<file path="src/rtl/bp_pkg.sv">
// Shared definitions for the dynamic branch predictor: 2-bit counter
// encodings, saturating counter helpers and the index-width derivation.
package bp_pkg;

  // 2-bit saturating counter states; the MSB is the taken/not-taken prediction.
  typedef enum logic [1:0] {
    SNT = 2'd0,
    WNT = 2'd1,
    WT  = 2'd2,
    ST  = 2'd3
  } ctr_e;

  // Count toward strongly-taken, holding at ST.
  function automatic logic [1:0] sat_inc2(input logic [1:0] c);
    return (c == ST) ? ST : c + 2'd1;
  endfunction

  // Count toward strongly-not-taken, holding at SNT.
  function automatic logic [1:0] sat_dec2(input logic [1:0] c);
    return (c == SNT) ? SNT : c - 2'd1;
  endfunction

  // Index width for a power-of-two entry count (ENTRIES >= 2).
  function automatic int idx_w_of(input int entries);
    return $clog2(entries);
  endfunction

endpackage

</file>
<file path="src/rtl/bp_perf_counter.sv">
// Saturating event counter: increments once per cycle while inc is high and
// sticks at all-ones instead of wrapping.
module bp_perf_counter #(
  parameter int CNT_W = 32
) (
  input  logic             clk,
  input  logic             reset,
  input  logic             inc,
  output logic [CNT_W-1:0] count
);

  // Synchronous clear, then saturating increment.
  always_ff @(posedge clk) begin
    if (reset) begin
      count <= '0;
    end else if (inc && (count != {CNT_W{1'b1}})) begin
      count <= count + 1'b1;
    end
  end

endmodule

</file>
<file path="src/rtl/branch_predictor.sv">
// Direct-mapped BTB with 2-bit saturating counters. IF looks up a predicted
// next PC combinationally; ID reports each resolved branch/jump, gets back a
// mispredict flag and redirect PC, and trains the table on the clock edge.
//
// Update handshake: upd_valid is a one-cycle qualifier with no back-pressure.
// The predictor always accepts; each high cycle is exactly one resolved
// instruction, and the upd_* fields are only meaningful while it is high.
module branch_predictor
  import bp_pkg::*;
#(
  parameter int         ENTRIES  = 16,
  parameter logic [1:0] CTR_INIT = 2'b01,
  parameter int         CNT_W    = 32
) (
  input  logic             clk,
  input  logic             reset,
  input  logic [31:0]      lk_pc,
  output logic [31:0]      lk_next_pc,
  output logic             lk_taken,
  input  logic             upd_valid,
  input  logic [31:0]      upd_pc,
  input  logic             upd_is_jump,
  input  logic             upd_taken,
  input  logic [31:0]      upd_target,
  input  logic             upd_pred_taken,
  input  logic [31:0]      upd_pred_next_pc,
  output logic             mispredict,
  output logic [31:0]      redirect_pc,
  output logic [CNT_W-1:0] perf_branches,
  output logic [CNT_W-1:0] perf_mispredicts
);

  localparam int IDX_W = idx_w_of(ENTRIES);
  localparam int TAG_W = 32 - IDX_W - 2;

  // Table storage as plain register arrays so the read port is asynchronous.
  logic             valid_q  [ENTRIES];
  logic [TAG_W-1:0] tag_q    [ENTRIES];
  logic [31:0]      target_q [ENTRIES];
  logic [1:0]       ctr_q    [ENTRIES];

  logic [IDX_W-1:0] lk_idx;
  logic [TAG_W-1:0] lk_tag;
  logic             lk_hit;

  logic [IDX_W-1:0] upd_idx;
  logic [TAG_W-1:0] upd_tag;
  logic             upd_hit;
  logic             resolved_taken;
  logic [31:0]      resolved_next_pc;

  logic             tbl_we;
  logic             tgt_we;
  logic [1:0]       ctr_nxt;

  // The predicted direction carried from IF is implied by upd_pred_next_pc.
  logic             unused_pred_taken;
  assign unused_pred_taken = upd_pred_taken;

  assign lk_idx  = lk_pc[IDX_W+1:2];
  assign lk_tag  = lk_pc[31:IDX_W+2];
  assign upd_idx = upd_pc[IDX_W+1:2];
  assign upd_tag = upd_pc[31:IDX_W+2];

  // IF lookup; the table contents are meaningless while reset is held.
  always_comb begin
    lk_hit     = valid_q[lk_idx] && (tag_q[lk_idx] == lk_tag);
    lk_taken   = !reset && lk_hit && ctr_q[lk_idx][1];
    lk_next_pc = lk_taken ? target_q[lk_idx] : lk_pc + 32'd4;
  end

  // ID resolution: compare the path IF took against the actual next PC.
  always_comb begin
    resolved_taken   = upd_is_jump || upd_taken;
    resolved_next_pc = resolved_taken ? upd_target : upd_pc + 32'd4;
    mispredict       = 1'b0;
    redirect_pc      = 32'd0;
    if (upd_valid) begin
      redirect_pc = resolved_next_pc;
      mispredict  = (upd_pred_next_pc != resolved_next_pc);
    end
  end

  // Training decision: hits always retrain, misses allocate only when taken.
  always_comb begin
    upd_hit = valid_q[upd_idx] && (tag_q[upd_idx] == upd_tag);
    tbl_we  = upd_valid && !reset && (upd_hit || resolved_taken);
    tgt_we  = upd_valid && !reset && resolved_taken;
    ctr_nxt = WT;
    if (upd_is_jump) begin
      ctr_nxt = ST;
    end else if (upd_hit) begin
      ctr_nxt = upd_taken ? sat_inc2(ctr_q[upd_idx]) : sat_dec2(ctr_q[upd_idx]);
    end
  end

  // Valid bits and counters: cleared/initialised on reset, trained otherwise.
  always_ff @(posedge clk) begin
    if (reset) begin
      for (int i = 0; i < ENTRIES; i++) begin
        valid_q[i] <= 1'b0;
        ctr_q[i]   <= CTR_INIT;
      end
    end else if (tbl_we) begin
      valid_q[upd_idx] <= 1'b1;
      ctr_q[upd_idx]   <= ctr_nxt;
    end
  end

  // Tag and target need no reset; they are only read behind a valid bit.
  // On a hit the tag rewrite is a no-op, on a miss it allocates.
  always_ff @(posedge clk) begin
    if (tgt_we) begin
      tag_q[upd_idx]    <= upd_tag;
      target_q[upd_idx] <= upd_target;
    end
  end

  bp_perf_counter #(.CNT_W(CNT_W)) u_perf_branches (
    .clk   (clk),
    .reset (reset),
    .inc   (upd_valid),
    .count (perf_branches)
  );

  bp_perf_counter #(.CNT_W(CNT_W)) u_perf_mispredicts (
    .clk   (clk),
    .reset (reset),
    .inc   (mispredict),
    .count (perf_mispredicts)
  );

endmodule

</file>
<file path="config.mk">
export PLATFORM = sky130hd
export DESIGN_NAME = branch_predictor
export DESIGN_NICKNAME = d
export VERILOG_FILES = /design/src/rtl/bp_pkg.sv /design/src/rtl/bp_perf_counter.sv /design/src/rtl/branch_predictor.sv
export SDC_FILE = /design/constraint.sdc
export NUM_CORES = 2
export LEC_CHECK = 0
export ABC_CLOCK_PERIOD_IN_PS = 19600
export CORE_MARGIN = 2
export CORE_UTILIZATION = 51
export DETAILED_ROUTE_END_ITERATION = 16
export MAX_ROUTING_LAYER = met4
export PLACE_DENSITY = 0.81
export REMOVE_ABC_BUFFERS = 1
export SLEW_MARGIN = 0
export SYNTH_ARGS = -nofsm -noshare
export SYNTH_HDL_FRONTEND = slang
export SYNTH_HIERARCHICAL = 1
export SYNTH_SLANG_ARGS = --single-unit
</file>
<file path="constraint.sdc">
create_clock -name clk -period 19.6 [get_ports clk]
set_input_delay 4.9 -clock clk [delete_from_list [all_inputs] [get_ports clk]]
set_output_delay 4.9 -clock clk [all_outputs]
set_load 0.02 [all_outputs]
</file>
==> Word level (Yosys, flattened, before mapping) <==
Memory sizes are Yosys's and may differ from the RTL's.
Cells that the tools add are included.
{ "word_totals": {"regBits": 64, "latch_bits": 0, "ramBits": 976, "mem_bits_ro": 0, "in_bits": 134, "elab_cells": 55, "mem_count": 4} }
{ "op_classes": {"n_addsub": 6, "mul": 0, "div_mod_pow": 0, "order_cmp": 0, "n_eq_ne": 6, "shift": 0, "n_mux": 22, "n_bitwise": 0, "n_reduce_logical": 15} }
{ "mem_list": {"columns": ["name", "depth", "width", "read_ports", "rd_clocked_by_memory_dff", "write_ports", "line_no", "rtl"], "rows": [
  ["target_q", 16, 32, 1, 0, 1, "branch_predictor.sv:39", "logic [31:0] target_q [ENTRIES];"],
  ["tag_q", 16, 26, 2, 0, 1, "branch_predictor.sv:38", "logic [TAG_W-1:0] tag_q [ENTRIES];"],
  ["ctr_q", 16, 2, 2, 0, 16, "branch_predictor.sv:40", "logic [1:0] ctr_q [ENTRIES];"],
  ["valid_q", 16, 1, 2, 0, 16, "branch_predictor.sv:37", "logic valid_q [ENTRIES];"]
]} }
{ "op_table": {"columns": ["operator", "n"], "rows": [
  ["$mux 32", 3],
  ["$add 32x1->32 const B", 2],
  ["$add 32x3->32 const B", 2],
  ["$ne 32x32->1 const B", 2],
  ["$eq 26x26->1", 2],
  ["$ne 32x32->1", 1],
  ["$mux 2", 6],
  ["$mux 1", 11],
  ["$logic_and 1x1->1", 9],
  ["$mux 4", 2],
  ["$add 2x1->2 const B", 1],
  ["$eq 2x2->1 const B", 1],
  ["$logic_not 2->1", 1],
  ["$logic_or 1x1->1", 2],
  ["$reduce_or 2->1", 1],
  ["$sub 2x1->2 const B", 1],
  ["$logic_not 1->1", 1],
  ["$reduce_or 1->1", 1]
]} }

==> Depth between registers and ports, before layout <==
An unclocked memory read counts as a cell.
{ "depth": {"ltp_word": 10, "depth_mapped": 19, "mapped_depth_nobuf": 15} }

==> Modules after synthesis <==
The synthesis kept the hierarchy.
{ "modules_own_cells": {"columns": ["mod", "n_inst", "cells_each", "area_per_inst_um2"], "rows": [
  ["branch_predictor", 1, 2672, 45728.9],
  ["bp_perf_counter", 2, 199, 1674.1]
]} }

==> Worst setup path before layout <==
No wires, ideal clock.
{ "synth_timing": {"path_kind": "input port to output port", "start": "in lk_pc[2]", "end": "out lk_next_pc[0]", "arrival_time_ns": 8.256, "setup_slack_ns": 6.444, "path_stages": 11, "path_buffers": 8, "path_cell_list": "buf_6 -> buf_6 -> buf_6 -> buf_4 -> buf_2 -> clkbuf_1 -> clkbuf_1 -> buf_1 -> mux4_2 -> mux4_2 -> mux2_2"} }
{ "synth_between": {"elab_chain_cells": 6, "word_cells_on_any_way": 9, "cone_classes": "1 x eq/ne; 1 x mux; 3 x reduce/logical; 4 x memory"} }
{ "synth_lines": {"columns": ["item", "line_no", "rtl"], "rows": [
  ["from (decl)", "branch_predictor.sv:17", "input logic [31:0] lk_pc,"],
  ["$mem_v2 16x26", null, null],
  ["$eq 26x26->1", "branch_predictor.sv:67", "lk_hit = valid_q[lk_idx] && (tag_q[lk_idx] == lk_tag);"],
  ["$logic_and 1x1->1", "branch_predictor.sv:67", null],
  ["$logic_and 1x1->1 (2 in series)", "branch_predictor.sv:68", "lk_taken = !reset && lk_hit && ctr_q[lk_idx][1];"],
  ["$mux 32 *", "branch_predictor.sv:69", "lk_next_pc = lk_taken ? target_q[lk_idx] : lk_pc + 32'd4;"],
  ["to (decl)", "branch_predictor.sv:18", "output logic [31:0] lk_next_pc,"]
]} }
Every way passes the cells marked *; elsewhere a longest branch is shown, timed or not.

==> Worst setup path in the final report <==
{ "layout_timing": {"start": "in lk_pc[2]", "end": "out lk_next_pc[19]"} }
Same word-level chain as after synthesis.

==> results.md <==
* Slew @ Worst Pin at 1.18 ns
* RSZ-0062 raised after global routing: no
* Clock skew at 0.0511 ns
* Delay-heaviest family, CP: buffers and inverters
* Seq cells post-synth at 1040
* Async SR Flop Fraction at 0
* Static Leak at 18.2 nW
* CP Max Fanout at 56
* Sequential Area at roughly 0.030 mm2
* Final cell count without fillers at roughly 4.7k
* Clock buffer depth at 3
* WL met2 at approximately 71000 um
* Inst Count DP at 4474
* Period utilization at 0.799
* Min-delay worst type: reg -> reg
* Starting Density at 0.516
* DRC at 0
* CP Buf/Inv Count at 4
* Slowest-stage cell, CP: buf_4
* Cts repair resizes at 0
* Post-synth EDFFs at 960
* Layout cells sized above 1 at 0.189
* Final min period at roughly 16 ns
* Die X at 314 um
* Fmax at 63.8 MHz
* Hpwl dp at roughly 97000 um
* Uppermost routed layer: met4
* CTS tree: yes
* FILL cells at between 6k and 7k
* First-pass GRT wire length at about 220000 um
* Routed vias at 32.6k
* Crit path DAT at roughly 11 ns
* Violation count after the first detailed-route iteration at 5530
* Total CTS buffers at 104
* Wl on met1 at 55600 um
* Via density per instance at 6.96
* Pre-Repair DR Iteration Count at 6
* Post-CTS Hold Buffers at 0
* Total core area at roughly 0.095 mm2
* Worst setup SP type: primary input
* Fraction of the yosys area taken by sequential cells at 0.620
* Final setup fails at 0
* Root buf cell: clkbuf_16
* Footprint of the multi-input gates at 0.0176 mm2
* Clk sinks at 1040
* Max H-tree Level at 3
* Max cap viols at 0
* Syn Inst Count at 3070
* Top-count cell post-synth: edfxtp_1
* Largest net degree at the start of global routing at 88
* Die ar. at approximately 0.1 mm2
* IO Port Bufs at around 260
* Synth unique cells at 89
* Crit. End Element: output pin
* Synth top area share at 0.587
* IO Pins at 264
* Final WS setup at 3.93 ns
* Crit-path max cell delay at 0.66 ns
* Cell chain of the critical path: buf_8, buf_4, mux4_2, a22o_1, a221oi_1, xor2_1, and2_1, o2111ai_1, or4b_1, or4_2, buf_4, mux2_4, clkdlybuf4s50_1
* Nets@finish at 3456
* Total grt overflow at 0
* Setup Buffers After CTS at 0
* Final Max Tran Viols at 0
* Critical path's most frequent cell: buf_4
* Routability cong. at 1.05
* Min Hold Slack at 0.488 ns
* Detail Route met3 WL at 22600 um
* Worst VDD drop at around 0.000078 V
* Worst Setup Path Type: in -> out
* Site row count at 113
* Final ANT Viol Nets at 0
* Status: finished clean
* Pwr Density at 87.8 mW/mm2
* GRT Util Overall at 0.326
* Area leader, netlist: edfxtp_1
* Most common flop cell mapped by yosys: edfxtp_1
* Area grow syn2layout at 15.0%
* Post-Syn Area per Cell at 16.0 um2
* Synth area leaders: edfxtp_1, mux4_2, dfxtp_1
* Data required, critical path at 14.70 ns
* Number of global-route vias before repair at ~32k
* Warnings from Yosys at 6
* Post-Syn Area at 0.0491 mm2
* Max-Slew Margin vs Limit at 0.210
* Synth top cells by count: edfxtp_1, mux4_2, nor2_1
* Die Y at 314 um
* Initial antenna violation count at 12
* Final hold vios at 0
* Clock slew at reported path FFs at about 0.060 ns
* WL/cell at 33.7 um
* Setup TNS at 0 ns
* Clk_lat worst skew at 0.70 ns
* DRT Wirelength at 158000 um
* Overall Power at 0.00495 W
* Place WS at 4.10 ns
==> state kept, by name, summed over array words and instances, names as in the netlist <==
| signal | flops |
|---|---|
| u_perf_branches/count | 32 |
| u_perf_mispredicts/count | 32 |
| tag_q | 416 |
| ctr_q | 32 |
| target_q | 512 |
| valid_q | 16 |
==> worst reg2reg max path: cells and delay by family (launching register included) <==
kind | cells | cell delay (ns)
DFF | 1 | 0.39
muxes | 2 | 0.64
AOI/OAI and AO/OA | 4 | 1.47
and+or+nand+nor | 2 | 1.05
buffers and inverters | 1 | 0.19
xor gates and xnor gates | 1 | 0.28
==> logic make-up (layout without fill, tap and decap cells) <==
family	Yosys count	in the layout	share of synthesized area
compound gates	444	444	0.0619
mux	524	524	0.195
fa+ha+maj	8	8	0.00199
xor+xnor	147	147	0.0264
other cells	0	12	0
flops	1040	1040	0.620
simple gates	662	662	0.0702
buf+inv	245	575	0.0242
==> cell type report <==
type,instances,share of cell area
tap,1265,0.0281
clock inverter,66,0.0112
multi-input combinational,1785,0.312
antenna,12,0.000532
timing repair buffer,340,0.0572
inverter,44,0.00293
sequential,1040,0.539
clock buffer,125,0.0487
==> path summary, 6_finish.rpt <==
kind | end | startpoint | depth (start not counted) | slack, ns
min | valid_q[8]$_DFF_P_ | valid_q[8]$_DFF_P_ | 1 | 0.49
min reg2reg | valid_q[8]$_DFF_P_ | valid_q[8]$_DFF_P_ | 1 | 0.49
max | lk_next_pc[19] | lk_pc[2] | 13 | 3.93
max reg2reg | ctr_q[6][1]$_SDFFCE_PN0P_ | tag_q[13][9]$_DFFE_PP_ | 10 | 15.23
==> power breakdown <==
group	total, W	internal, W	switching (W)	leakage (nW)
Sequential	0.00246	0.00245	0.0000109	9.31
Combinational	0.000478	0.000186	0.000291	7.25
Clock	0.00202	0.00115	0.000864	1.64
Total	0.00495	0.00379	0.00117	18.2
==> per-layer routing <==
metal	vias up	GRT usage
met5	-	-
met4	0	0.154
met3	481	0.0927
met2	2696	0.474
met1	16400	0.427
li1	13000	-
==> cells in the final DEF, fill, tap and decap left out, types with 78 or more instances in the layout <==
cell type | netlist | layout
edfxtp_1 | 960 | 960
mux4_2 | 318 | 318
clkdlybuf4s50_1 | 0 | 253
mux2i_1 | 149 | 149
nand2_1 | 143 | 142
nor2_1 | 157 | 139
xnor2_1 | 109 | 109
clkbuf_16 | 0 | 107
a21oi_1 | 93 | 93
o21ai_0 | 84 | 84
dfxtp_1 | 80 | 80
buf_4 | 14 | 78
==> metrics by stage <==
stage	util	instance area (um2)
global placement	0.557	53000
CTS	0.593	56400
finish	0.593	56400
floorplan	-	48100
detailed placement	0.557	53000
global route	0.593	56400
Note: power is estimated with default switching activity, not from simulation.
